## config.mk

```make
export PLATFORM = sky130hd
export DESIGN_NAME = sw_traceback_flat
export DESIGN_NICKNAME = d
export VERILOG_FILES = /design/src/rtl/sw_pkg.sv /design/src/rtl/sw_traceback_if.sv /design/src/rtl/sw_traceback.sv /design/src/flat_wrapper.sv
export SDC_FILE = /design/constraint.sdc
export NUM_CORES = 1
export LEC_CHECK = 0
export BUFFER_PORTS_ARGS = -buffer_cell sky130_fd_sc_hd__buf_4
export CAP_MARGIN = 30
export CORE_UTILIZATION = 40
export CTS_BUF_LIST = sky130_fd_sc_hd__clkbuf_2 sky130_fd_sc_hd__clkbuf_4 sky130_fd_sc_hd__clkbuf_8
export DETAILED_ROUTE_END_ITERATION = 10
export SLEW_MARGIN = 20
export SYNTH_ARGS = -nofsm -noshare
export SYNTH_HDL_FRONTEND = slang
export SYNTH_SLANG_ARGS = --single-unit
```

## constraint.sdc

```tcl
create_clock -name i_clk -period 5.6 [get_ports i_clk]
set_input_delay 0.56 -clock i_clk [delete_from_list [all_inputs] [get_ports i_clk]]
set_output_delay 0.56 -clock i_clk [all_outputs]
set_load 0.02 [all_outputs]
```

## src/rtl/sw_pkg.sv

```systemverilog
// Shared codes for the Smith-Waterman/Gotoh datapath: edit ops, direction-word
// layout and traceback state encodings. The PE array packs its outputs with these too.
package sw_pkg;

  localparam logic [1:0] OP_M = 2'd0;
  localparam logic [1:0] OP_I = 2'd1;
  localparam logic [1:0] OP_D = 2'd2;

  localparam logic [1:0] DIR_DIAG = 2'd0;
  localparam logic [1:0] DIR_TOP  = 2'd1;
  localparam logic [1:0] DIR_LEFT = 2'd2;

  // Direction word: [3:2] v_dir, [1] i_dir (I opened from V), [0] d_dir (D opened from V)
  localparam int DW_VDIR_HI = 3;
  localparam int DW_VDIR_LO = 2;
  localparam int DW_IDIR    = 1;
  localparam int DW_DDIR    = 0;

  typedef enum logic [1:0] {MS_V, MS_I, MS_D} mstate_t;

  typedef enum logic [2:0] {
    S_IDLE, S_READ, S_WAIT, S_STEP, S_EMIT, S_FINISH
  } state_t;

endpackage

```

## src/rtl/sw_traceback_if.sv

```systemverilog
// Edit-op stream between the traceback walker and the alignment formatter.
interface sw_traceback_if;
  logic       op_valid;
  logic [1:0] op;
  logic       op_last;
  logic       op_ready;

  modport master (output op_valid, op, op_last, input  op_ready);
  modport slave  (input  op_valid, op, op_last, output op_ready);
endinterface

```

## src/rtl/sw_traceback.sv

```systemverilog
// Gotoh affine-gap traceback: walks the direction RAM from an end cell back to
// the matrix boundary and streams the alignment as M/I/D edit ops.
module sw_traceback
  import sw_pkg::*;
#(
  parameter int ROW_W = 10,
  parameter int COL_W = 10,
  parameter int LEN_W = 11
) (
  input  logic             i_clk,
  input  logic             i_rst_n,
  input  logic             i_start,
  input  logic [ROW_W-1:0] i_end_row,
  input  logic [COL_W-1:0] i_end_col,
  output logic             o_mem_rd,
  output logic [ROW_W-1:0] o_mem_row,
  output logic [COL_W-1:0] o_mem_col,
  input  logic [3:0]       i_mem_data,
  sw_traceback_if.master   op_if,
  output logic             o_busy,
  output logic             o_done,
  output logic [LEN_W-1:0] o_len
);

  state_t           r_state, w_state_nxt;
  mstate_t          r_ms;
  logic [ROW_W-1:0] r_row;
  logic [COL_W-1:0] r_col;
  logic [3:0]       r_dir;
  logic [1:0]       r_op;
  logic             r_last;
  logic [LEN_W-1:0] r_cnt;

  logic [1:0] w_vdir;
  logic       w_hs;
  logic       w_zero_start;

  assign w_vdir       = r_dir[DW_VDIR_HI:DW_VDIR_LO];
  assign w_hs         = (r_state == S_EMIT) && op_if.op_ready;
  assign w_zero_start = (i_end_row == '0) || (i_end_col == '0);

  // NOTE: state and data registers use non-blocking assignments so every
  // flop samples the pre-edge values regardless of statement order.
  always_ff @(posedge i_clk or negedge i_rst_n) begin
    if (!i_rst_n) r_state <= S_IDLE;
    else          r_state <= w_state_nxt;
  end

  // NOTE: default assigned first so no path through the case leaves
  // w_state_nxt unassigned, which would infer a latch.
  always_comb begin
    w_state_nxt = r_state;
    unique case (r_state)
      S_IDLE:   if (i_start) w_state_nxt = w_zero_start ? S_FINISH : S_READ;
      S_READ:   w_state_nxt = S_WAIT;
      S_WAIT:   w_state_nxt = S_STEP;
      S_STEP: begin
        // A V-state cell pointing up/left only switches matrix, costing one extra STEP.
        if (r_ms == MS_V && (w_vdir == DIR_TOP || w_vdir == DIR_LEFT))
          w_state_nxt = S_STEP;
        else
          w_state_nxt = S_EMIT;
      end
      S_EMIT:   if (op_if.op_ready) w_state_nxt = r_last ? S_FINISH : S_READ;
      S_FINISH: w_state_nxt = S_IDLE;
      default:  w_state_nxt = S_IDLE;
    endcase
  end

  always_ff @(posedge i_clk or negedge i_rst_n) begin
    if (!i_rst_n) begin
      r_ms   <= MS_V;
      r_row  <= '0;
      r_col  <= '0;
      r_dir  <= '0;
      r_op   <= OP_M;
      r_last <= 1'b0;
      r_cnt  <= '0;
    end else begin
      unique case (r_state)
        S_IDLE: if (i_start) begin
          r_row <= i_end_row;
          r_col <= i_end_col;
          r_ms  <= MS_V;
          r_cnt <= '0;
        end
        S_WAIT: r_dir <= i_mem_data;
        S_STEP: begin
          unique case (r_ms)
            MS_I: begin
              r_op   <= OP_I;
              r_last <= (r_col == COL_W'(1));
            end
            MS_D: begin
              r_op   <= OP_D;
              r_last <= (r_row == ROW_W'(1));
            end
            default: begin
              if (w_vdir == DIR_TOP)       r_ms <= MS_D;
              else if (w_vdir == DIR_LEFT) r_ms <= MS_I;
              else begin
                r_op   <= OP_M;
                r_last <= (r_row == ROW_W'(1)) || (r_col == COL_W'(1));
              end
            end
          endcase
        end
        S_EMIT: if (w_hs) begin
          // Gap-close bits of the current cell decide whether the next cell is read in V.
          unique case (r_op)
            OP_I: begin
              r_col <= r_col - COL_W'(1);
              r_ms  <= r_dir[DW_IDIR] ? MS_V : MS_I;
            end
            OP_D: begin
              r_row <= r_row - ROW_W'(1);
              r_ms  <= r_dir[DW_DDIR] ? MS_V : MS_D;
            end
            default: begin
              r_row <= r_row - ROW_W'(1);
              r_col <= r_col - COL_W'(1);
              r_ms  <= MS_V;
            end
          endcase
          if (r_cnt != '1) r_cnt <= r_cnt + LEN_W'(1);
        end
        default: ;
      endcase
    end
  end

  assign o_mem_rd       = (r_state == S_READ);
  assign o_mem_row      = r_row;
  assign o_mem_col      = r_col;
  assign op_if.op_valid = (r_state == S_EMIT);
  assign op_if.op       = r_op;
  assign op_if.op_last  = (r_state == S_EMIT) && r_last;
  assign o_busy         = (r_state == S_READ) || (r_state == S_WAIT) ||
                          (r_state == S_STEP) || (r_state == S_EMIT);
  assign o_done         = (r_state == S_FINISH);
  assign o_len          = r_cnt;

endmodule

```

## src/flat_wrapper.sv

```systemverilog
// flat-port wrapper written by rule: the top's interface ports become plain ports
module sw_traceback_flat import sw_pkg::*;
#(
  parameter int ROW_W = 10,
  parameter int COL_W = 10,
  parameter int LEN_W = 11
)
  (i_clk, i_rst_n, i_start, i_end_row, i_end_col, o_mem_rd, o_mem_row, o_mem_col, i_mem_data, o_busy, o_done, o_len, op_if_op_valid, op_if_op, op_if_op_last, op_if_op_ready);
  sw_traceback_if op_if_i ();
  input  logic i_clk;
  input  logic i_rst_n;
  input  logic i_start;
  input  logic [ROW_W-1:0] i_end_row;
  input  logic [COL_W-1:0] i_end_col;
  output logic o_mem_rd;
  output logic [ROW_W-1:0] o_mem_row;
  output logic [COL_W-1:0] o_mem_col;
  input  logic [3:0] i_mem_data;
  output logic o_busy;
  output logic o_done;
  output logic [LEN_W-1:0] o_len;
  output wire logic [$bits(op_if_i.op_valid)-1:0] op_if_op_valid;
  output wire logic [$bits(op_if_i.op)-1:0] op_if_op;
  output wire logic [$bits(op_if_i.op_last)-1:0] op_if_op_last;
  input wire logic [$bits(op_if_i.op_ready)-1:0] op_if_op_ready;
  assign op_if_op_valid = op_if_i.op_valid;
  assign op_if_op = op_if_i.op;
  assign op_if_op_last = op_if_i.op_last;
  assign op_if_i.op_ready = op_if_op_ready;
  sw_traceback #(.ROW_W(ROW_W), .COL_W(COL_W), .LEN_W(LEN_W)) u_core (.i_clk(i_clk), .i_rst_n(i_rst_n), .i_start(i_start), .i_end_row(i_end_row), .i_end_col(i_end_col), .o_mem_rd(o_mem_rd), .o_mem_row(o_mem_row), .o_mem_col(o_mem_col), .i_mem_data(i_mem_data), .op_if(op_if_i), .o_busy(o_busy), .o_done(o_done), .o_len(o_len));
endmodule
```

==> metrics.cfg <==
[outcome]
status = finished with violations
violations = DRC

[sta]
slew_headroom_pct = 51.0
drv_slew = 0
skew_ns = 0.0126
finalHoldViolations = 0
finalWorstSetupSlack_ns = 2.48
finalSetupViolations = 0
setup-tns-final_ns = 0
rsz0062_at_grt = no
post-route-period-util_pct = 55.8
worst_pin_slew_ns = 0.729
max_freq_mhz = 320
timing.final.crit_period_ns = 3.12

[drt]
drc_errors = 6
via_per_inst = 5.70
drtIter0Drc = 110
final_antenna_net_count = 0
vias = 2571
wl_per_cell_microns = 15.4
firstDrtPassIters = 7
wl_microns = 6950

[power]
switchingPower_w = 0.000736
leakage_nw = 1.51
ir_drop_mv = 0.195
p_per_area_nw_per_um2 = 481
p_sw_share_pct = 45.8
power_frac_seq_pct = 36.2
internal_power_w = 0.000872
combinationalPowerShare_pct = 51.2
clock_power_share_pct = 12.6
power_w = 0.00161

[flow_run]
maxCapViolations = 0

[cts]
path_clk_slew_ns = 0.09
cts_made_buffers = 5
cts_root_buf = clkbuf_8
ctsHoldBuffers = 0
cts_setup_buffers = 0
ctsResizeCount = 0
clk_path_buf_depth = 2
clkLatencyLatePin_ns = 0.30
clock_sinks = 43
htree_levels = 2
cts_tree = done

[synthesis]
synth_xor_area_share_pct = 0.322
syn-cell-area_sq_um = 2720
syn_nets = 355
synth-async-reset-ratio_pct = 100
syn_area_per_cell_sq_um = 8.64
synth-simple-area-share_pct = 24.5
synth_compound_area_share_pct = 21.3
synth_top_family_by_area = simple AND/OR/NAND/NOR gates
synth_fa_ha_area_share_pct = 5.52
synth.most_common_cell = dfrtp_1
synth_common_cells = dfrtp_1 (43), o21ai_0 (29), inv_1 (24)
ys_warn_count = 0
yosysTopAreaCell = dfrtp_1
synth_area_leaders = dfrtp_1 (40%), ha_1 (5.5%), o21ai_0 (5.3%), a21oi_1 (3.3%), inv_1 (3.3%)
ys_seq_area_share_pct = 39.5
synth.ff_latch_count = 43
syn_inst = 315
netlist.area_leader.share_pct = 39.5
ys.flop_type = dfrtp_1
yosysUniqueCellTypes = 58
synth_edf_count = 0
synth.mux.area_fraction_pct = 2.76

[critical_path]
crit_type = register to output pin
r2r_slack_ns = 3.07
rr_worst_depth = 6
reg2reg_from = u_core.r_state[2]$_DFFE_PN0P_
crit_required_ns = 5.04
endpoint_kind = output pin
worst_path_most_repeated_cell = buf_4
crit_arrival_ns = 2.56
start_kind = register
crit_fanout = 37
slowest_delay_ns = 0.73
critical_path.cell_chain = or3b_1 -> buf_4 -> inv_1 -> and2_1 -> buf_4
r2r_end = u_core.o_mem_col[6]$_DFFE_PN0P_
worst_path_max_delay_cell = dfrtp_1

[floorplanning]
die_h_microns = 84.5
die-area_sq_um = 7140
start_util_pct = 42.1
ios = 66
fp.dieW_microns = 84.5
rows = 29
core_sq_um = 6460

[global_route]
grt_usage_pct = 20.0
grt_pass1_vias = 2316
grt-ovfl-total = 0
antenna_found_initial = 0
grt_pass1_wl_microns = 11400
grt_max_degree = 44

[place]
dpl_cell_area_sq_um = 3250
io_buffers = 65
place_congestion = 0.808
dpl.hpwl_microns = 5000
pre_cts_slack_ns = 2.80

[finish]
nets = 413
final_area_sq_um = 3340
area_delta_synth_final_pct = 22.9
diodes = 0
nFillCells = 625
drive_gt1_share_pct = 23.8

[worst_hold_path]
hp-class = input pin to asynchronous set/reset pin

cell type report:
class / count / area (sq um) / share of cell area (%)
inverters: 24 / 90.1 / 2.69
multi-input cells: 231 / 1480 / 44.3
repair buffers: 68 / 510 / 15.3
well taps: 77 / 96.3 / 2.88
clock buffers: 6 / 76.3 / 2.28
flip-flops and latches: 43 / 1080 / 32.2
clock inverters: 2 / 12.5 / 0.374
routing by layer:
metal / wire [microns] / global-route usage (%) / part of all wire, % / vias up
met5: 0 / 0 / 0 / -
met4: 48 / 5.70 / 0.69 / 0
met3: 387 / 3.83 / 5.6 / 6
met2: 3160 / 31.8 / 45 / 85
met1: 3350 / 27.8 / 48 / 1198
li1: - / - / - / 1282
power by group through the flow:
stage,registers [W],logic (W),clock network [W]
global placement,0.000586,0.000816,0
detailed placement,0.000587,0.000825,0
finish,0.000582,0.000823,0.000203
floorplan,0.000640,0.000473,0
CTS,0.000581,0.000828,0.000210
global route,0.000607,0.000910,0.000222
flip-flops by register name (all words and copies together), names as in the netlist:
signal / cells
u_core.o_mem_col: 10
u_core.o_len: 11
u_core.r_ms: 2
u_core.op_if.op: 2
u_core.o_mem_row: 10
u_core.r_last: 1
u_core.r_state: 3
u_core.r_dir: 4
layout by cell type, fill, tap and decap left out, drive strengths merged, types with 4 or more instances in the layout:
cell type,instances
o21ai,31
or2,4
nand2,18
clkbuf,6
nand3,6
inv,24
and3,4
mux2,4
nor4,6
dfrtp,43
a21oi,18
nand4,8
a22oi,7
nor2,23
nor2b,4
buf,68
a31oi,4
o22ai,4
or4,7
nand2b,4
ha,12
nor3,17
worst max-delay path by stage:
stage | to | depth (start not counted) | from | slack, ns
6_report | op_if_op_last | 5 | u_core.r_state[2]$_DFFE_PN0P_ | 2.48
5_1_grt | op_if_op_last | 5 | u_core.r_state[2]$_DFFE_PN0P_ | 2.29
4_1_cts | op_if_op_last | 5 | u_core.r_state[2]$_DFFE_PN0P_ | 2.45
3_5_place_dp | op_if_op_last | 5 | u_core.r_state[2]$_DFFE_PN0P_ | 2.80
3_3_place_gp | op_if_op_last | 5 | u_core.r_state[2]$_DFFE_PN0P_ | 2.84
2_1_floorplan | op_if_op_last | 6 | u_core.r_state[1]$_DFFE_PN0P_ | 3.47
critical path: cells and delay by family, from the launching register on:
kind                   cells  cell delay (ns)
AND/OR/NAND/NOR            2             0.61
buffers and inverters      3             0.91
flip-flops                 1             0.73
per-stage QoR:
stage | hold slack, ns | std cells | util (%)
2_1_floorplan | 0.264 | 315 | -
3_3_place_gp | 0.511 | 443 | 50.4
6_report | 0.244 | 451 | 51.8
4_1_cts | 0.261 | 451 | 51.8
3_5_place_dp | 0.510 | 443 | 50.4
5_1_grt | 0.295 | 451 | 51.8
logic make-up (layout without fill, tap and decap cells):
| logic type | Yosys count | in the layout |
|---|---|---|
| buffers and inverters | 41 | 100 |
| AND/OR/NAND/NOR | 120 | 120 |
| flip-flops | 43 | 43 |
| adder cells (fa/ha/maj) | 12 | 12 |
| AO/OA/AOI/OAI | 91 | 91 |
| multiplexers | 7 | 7 |
| XOR/XNOR | 1 | 1 |
No activity file was read; power rests on OpenSTA's default activity.
